$ cat src/rtl/board_io_pkg.sv
// Shared types for the board IO conditioner; the LED mode encoding is also
// used by the software-facing register definitions.
package board_io_pkg;

   typedef enum logic [1:0] {
      LED_OFF       = 2'b00,
      LED_DIRECT    = 2'b01,
      LED_ACTIVITY  = 2'b10,
      LED_HEARTBEAT = 2'b11
   } led_mode_e;

endpackage

$ cat src/rtl/board_io_debounce.sv
// One-bit two-flop synchroniser plus debouncer. Edge pulses are built only
// when BOARD_IO_EDGE_DETECT_EN is defined; otherwise rise_o/fall_o are tied low.
module board_io_debounce #(
   parameter int unsigned DebounceCycles = 1000
) (
   input  logic clk_sys_i,
   input  logic rst_sys_i,
   input  logic raw_i,
   output logic stable_o,
   output logic rise_o,
   output logic fall_o
);

   localparam int unsigned CntW = $clog2(DebounceCycles + 1);
   localparam logic [CntW-1:0] CntLast = CntW'(DebounceCycles - 1);

   logic            sync1_q, sync2_q;
   logic            stable_q, stable_d;
   logic [CntW-1:0] cnt_q, cnt_d;
   logic            update;

   // A change is accepted only after sync2 has disagreed with the stable
   // value for DebounceCycles consecutive cycles; any agreement restarts the count.
   always_comb begin
      update   = (sync2_q != stable_q) && (cnt_q == CntLast);
      cnt_d    = '0;
      stable_d = stable_q;
      if (update) begin
         stable_d = sync2_q;
      end else if (sync2_q != stable_q) begin
         cnt_d = cnt_q + CntW'(1);
      end
   end

   always_ff @(posedge clk_sys_i) begin
      if (rst_sys_i) begin
         sync1_q  <= 1'b0;
         sync2_q  <= 1'b0;
         stable_q <= 1'b0;
         cnt_q    <= '0;
      end else begin
         sync1_q  <= raw_i;
         sync2_q  <= sync1_q;
         stable_q <= stable_d;
         cnt_q    <= cnt_d;
      end
   end

   assign stable_o = stable_q;

`ifdef BOARD_IO_EDGE_DETECT_EN
   logic rise_q, fall_q;

   always_ff @(posedge clk_sys_i) begin
      if (rst_sys_i) begin
         rise_q <= 1'b0;
         fall_q <= 1'b0;
      end else begin
         rise_q <= update & sync2_q;
         fall_q <= update & ~sync2_q;
      end
   end

   assign rise_o = rise_q;
   assign fall_o = fall_q;
`else
   assign rise_o = 1'b0;
   assign fall_o = 1'b0;
`endif

endmodule

$ cat src/rtl/board_io_ctrl.sv
// Board IO conditioner: debounced GPIs, heartbeat, and per-LED mode mux with
// activity stretching. Edge pulses depend on BOARD_IO_EDGE_DETECT_EN.
module board_io_ctrl
   import board_io_pkg::*;
#(
   parameter int unsigned GpiWidth       = 5,
   parameter int unsigned LedWidth       = 3,
   parameter int unsigned HeartbeatWidth = 25,
   parameter int unsigned DebounceCycles = 1000,
   parameter int unsigned StretchCycles  = 1_000_000
) (
   input  logic                  clk_sys_i,
   input  logic                  rst_sys_i,
   input  logic [GpiWidth-1:0]   gpi_raw_i,
   output logic [GpiWidth-1:0]   gpi_o,
   output logic [GpiWidth-1:0]   gpi_rise_o,
   output logic [GpiWidth-1:0]   gpi_fall_o,
   input  logic [2*LedWidth-1:0] led_mode_i,
   input  logic [LedWidth-1:0]   led_direct_i,
   input  logic [LedWidth-1:0]   activity_i,
   output logic [LedWidth-1:0]   led_o,
   output logic                  heartbeat_o
);

   localparam int unsigned StretchW = (StretchCycles > 1) ? $clog2(StretchCycles) : 1;
   localparam logic [StretchW-1:0] StretchLoad = StretchW'(StretchCycles - 1);

   for (genvar g = 0; g < GpiWidth; g++) begin : gen_gpi
      board_io_debounce #(
         .DebounceCycles(DebounceCycles)
      ) u_debounce (
         .clk_sys_i(clk_sys_i),
         .rst_sys_i(rst_sys_i),
         .raw_i    (gpi_raw_i[g]),
         .stable_o (gpi_o[g]),
         .rise_o   (gpi_rise_o[g]),
         .fall_o   (gpi_fall_o[g])
      );
   end

   logic [HeartbeatWidth-1:0]          hb_q;
   logic [LedWidth-1:0][StretchW-1:0]  scnt_q, scnt_d;
   logic [LedWidth-1:0]                stretched;
   logic [LedWidth-1:0]                led_q, led_d;

   // Stretchers and heartbeat run in every mode so switching into ACTIVITY or
   // HEARTBEAT shows the current state immediately.
   always_comb begin
      scnt_d    = scnt_q;
      stretched = '0;
      led_d     = '0;
      for (int i = 0; i < LedWidth; i++) begin
         if (activity_i[i]) begin
            scnt_d[i] = StretchLoad;
         end else if (scnt_q[i] != '0) begin
            scnt_d[i] = scnt_q[i] - StretchW'(1);
         end
         stretched[i] = activity_i[i] | (scnt_q[i] != '0);
         case (led_mode_e'(led_mode_i[2*i +: 2]))
            LED_OFF:       led_d[i] = 1'b0;
            LED_DIRECT:    led_d[i] = led_direct_i[i];
            LED_ACTIVITY:  led_d[i] = stretched[i];
            LED_HEARTBEAT: led_d[i] = hb_q[HeartbeatWidth-1];
            default:       led_d[i] = 1'b0;
         endcase
      end
   end

   always_ff @(posedge clk_sys_i) begin
      if (rst_sys_i) begin
         hb_q   <= '0;
         scnt_q <= '0;
         led_q  <= '0;
      end else begin
         hb_q   <= hb_q + HeartbeatWidth'(1);
         scnt_q <= scnt_d;
         led_q  <= led_d;
      end
   end

   assign led_o       = led_q;
   assign heartbeat_o = hb_q[HeartbeatWidth-1];

endmodule

$ cat config.mk
export PLATFORM = sky130hd
export DESIGN_NAME = board_io_ctrl
export DESIGN_NICKNAME = d
export VERILOG_FILES = /design/src/rtl/board_io_pkg.sv /design/src/rtl/board_io_debounce.sv /design/src/rtl/board_io_ctrl.sv
export SDC_FILE = /design/constraint.sdc
export NUM_CORES = 1
export LEC_CHECK = 0
export CAP_MARGIN = 20
export CORE_MARGIN = 2
export CORE_UTILIZATION = 60
export DETAILED_ROUTE_END_ITERATION = 10
export PLACE_DENSITY = 0.92
export SLEW_MARGIN = 20
export SYNTH_ARGS = -nofsm -noshare
export SYNTH_HDL_FRONTEND = slang
export SYNTH_SLANG_ARGS = --single-unit
$ cat constraint.sdc
create_clock -name clk_sys_i -period 2.6 [get_ports clk_sys_i]
set_input_delay 0.52 -clock clk_sys_i [delete_from_list [all_inputs] [get_ports clk_sys_i]]
set_output_delay 0.52 -clock clk_sys_i [all_outputs]
set_load 0.05 [all_outputs]
==> summary.md <==
| Metric | Value |
|---|---|
| Reg2Reg Setup Slack | `0.37 ns` |
| Power Total | `5.37 mW` |
| Cells after Synth | `828` |
| CP endpoint kind | `output pin` |
| Hold Path Class | `reg2reg` |
| Final core utilization | `69.9%` |
| Avg Inst Size Synth | `8.65 sq um` |
| Cts-stage hold buffer count | `0` |
| Vias | `6009` |
| Diode count | `0` |
| Pins Over Slew Limit | `0` |
| Final setup viols | `0` |
| CTS resizes | `0` |
| Top post-synthesis cells by count | `dfxtp_1, nor2_1, nand2_1, nor3_1, xnor2_1` |
| CP Cell Sequence | `clkdlybuf4s50_1` |
| Initial DRC count | `517` |
| Crit path max fanout | `5` |
| Static Leak | `2.80 nW` |
| Worst path top cell family by delay | `buffers and inverters` |
| Seq/Total Area, Yosys | `42.8%` |
| Design Area, Final | `8050 sq um` |
| Fillers | `858` |
| Fin. Hold Viols | `0` |
| Power per cell area | `667 nW/um^2` |
| Drt drc | `3` |
| Hold endpoint | `gen_gpi[3].u_debounce.sync2_q$_SDFF_PP0_` |
| R2r worst-path depth | `6` |
| Sink Count | `153` |
| Buffer and inverter count on the worst path | `1` |
| Yosys cell types | `59` |
| # H-tree levels | `4` |
| Status | `complete, but fails checks` |
| CP peak stage delay | `0.85 ns` |
| Post-place instance area | `7480 sq um` |
| Die Ht | `113 um` |
| Gr usage total | `23.0%` |
| Area Overhead vs Synth | `12.5%` |
| Drt via density | `6.00` |
| Inserted Clock Buffers | `17` |
| Setup TNS | `0 ns` |
| HPWL after DPL | `9240 um` |
| Total Routed Length | `14300 um` |
| Post-DR wirelength/cell | `14.3 um` |
| Gp weighted congestion | `0.869` |
| Max Buffers Root-to-Sink | `2` |
| Post-CTS Setup Bufs | `0` |
| Worst EP arrival | `1.73 ns` |
| Global-route wire length before repair | `24700 um` |
| Die X | `113 um` |
| Fmax | `0.445 GHz` |
| Failing checks | `DRC` |
| Synth Warn # | `0` |
| Ports | `38` |
| # rows | `39` |
| Worst hold stages | `1` |
| Final min period | `2.25 ns` |
| First-pass detailed-route iteration total | `8` |
| Worst r2r dst | `scnt_q[9]$_SDFFE_PP0P_` |
| Clk slew on worst S/H paths | `0.06 ns` |
| Final Cycle Share | `86.5%` |
| Root Buffer Master | `clkbuf_16` |
| I/O Buffers | `27` |
| Initial Util | `62.2%` |
| Final antenna-violating net count | `0` |
| Total die area | `12800 sq um` |
| Worst Skew | `0.00792 ns` |
| Synthesized area | `7160 sq um` |
| Post-synth ARST share | `0%` |
| Rel. slew slack | `49.6%` |
| Initial antenna violation count | `0` |
| Crit path launch type | `flop` |
| EDFF count, synth | `0` |
| Crit path kind | `reg2out` |
| Reg2reg start | `scnt_q[0]$_SDFFE_PP0P_` |
| Post-synth top area cell | `dfxtp_1` |
| Largest net degree at the start of global routing | `93` |
| Slowest cell on the critical path | `clkdlybuf4s50_1` |
| Worst-Margin Slew | `0.749 ns` |
| GR Overflow Total | `0` |
| CTS tree | `yes` |
| Yosys top cell area share | `42.8%` |
| MaxCap Viol Count | `0` |
| Layout cell share with drive strength beyond 1 | `7.80%` |
| Most frequent cell after synthesis | `dfxtp_1` |
| Main synth FF type | `dfxtp_1` |
| CP required | `2.08 ns` |
| Flops & latches, synth | `153` |
| Peak supply drop | `0.000589 V` |
| NumNets Final | `875` |
| Min Hold Slack | `0.433 ns` |
| Min-Delay Startpoint | `gen_gpi[3].u_debounce.sync1_q$_SDFF_PP0_` |
| Vias in the first global route | `5718` |
| Worst-Skew Late Latency | `0.42 ns` |
| Synth area leaders | `dfxtp_1, nor2_1, xnor2_1, xor2_1, nand2_1` |
| Unrepaired setup endpoints after global routing | `false` |
| Core area | `11500 sq um` |
## power by group
| part | switching (mW) | leakage [nW] | total [mW] | internal [mW] |
|---|---|---|---|---|
| Combinational | 0.291 | 1.28 | 0.473 | 0.182 |
| Clock | 0.959 | 0.274 | 2.40 | 1.44 |
| Sequential | 0.0855 | 1.25 | 2.50 | 2.42 |
## worst max path at each step
stage,from,endpoint,slack [ns],cells past startpoint
2_1_floorplan,scnt_q[0]$_SDFFE_PP0P_,scnt_q[9]$_SDFFE_PP0P_,0.61,7
3_5_place_dp,scnt_q[0]$_SDFFE_PP0P_,scnt_q[9]$_SDFFE_PP0P_,0.41,6
4_1_cts,hb_q[24]$_SDFF_PP0_,heartbeat_o,0.33,1
6_report,hb_q[24]$_SDFF_PP0_,heartbeat_o,0.35,1
5_1_grt,scnt_q[20]$_SDFFE_PP0P_,scnt_q[34]$_SDFFE_PP0P_,0.16,6
3_3_place_gp,scnt_q[40]$_SDFFE_PP0P_,led_o[2]$_SDFF_PP0_,0.51,7
## per-stage QoR
stage / instances / setup WS, ns
after floorplan: 837 / 0.613
after global placement: 971 / 0.506
after detailed placement: 971 / 0.410
after CTS: 1002 / 0.334
after global routing: 1002 / 0.159
final: 1002 / 0.351
## per-layer routing
metal | GRT usage [%] | share of wire [%] | vias up
met4 | 8.78 | 1.2 | 0
met1 | 29.1 | 47 | 2789
li1 | - | - | 3058
met2 | 38.0 | 48 | 136
met3 | 5.84 | 4.1 | 26
met5 | 0 | 0 | -
## state kept, by name (all words and copies together), names as in the netlist
register                     count
gen_gpi.u_debounce.sync1_q       5
gen_gpi.u_debounce.sync2_q       5
gen_gpi.u_debounce.cnt_q        50
hb_q                            25
scnt_q                          60
gen_gpi.u_debounce.stable_o      5
led_o                            3
## cell usage in the layout, fill, tap and decap left out, types with 9 or more instances in the layout
master           count
or4_1               25
a21oi_1             26
nand4_1             20
or3_1               19
nor2_1             105
ha_1                 9
nor2b_1             17
or2_2               10
mux2i_1             11
nand3_1             31
buf_4                9
xor2_1              25
inv_1               18
dfxtp_1            153
clkbuf_16           17
o31ai_1             18
nor3_1              35
xnor2_1             32
and3_1              12
nor4_1              27
nand2_1             51
a31oi_1             20
o41ai_1             11
conb_1              10
clkdlybuf4s50_1     26
o21ai_0             30
## cell families after synthesis
kind of cell             Yosys count  share of synthesized area, %
AO/OA/AOI/OAI                    135                          12.6
adder cells (fa/ha/maj)            9                          1.57
buffers and inverters             65                          4.40
multiplexers                      17                          2.48
AND/OR/NAND/NOR                  391                          29.2
XOR/XNOR                          57                          6.97
other                              1                        0.0524
flip-flops                       153                          42.8
## final cells by class
type | instances | area (sq um) | share of cell area, %
Clock inverter | 10 | 120 | 1.49
Inverter | 19 | 71.3 | 0.886
Sequential cell | 153 | 3060 | 38.0
Multi-Input combinational cell | 619 | 3820 | 47.4
Timing Repair Buffer | 37 | 353 | 4.38
Clock buffer | 21 | 450 | 5.59
Tap cell | 143 | 179 | 2.22
(Power assumes the default switching activity.)
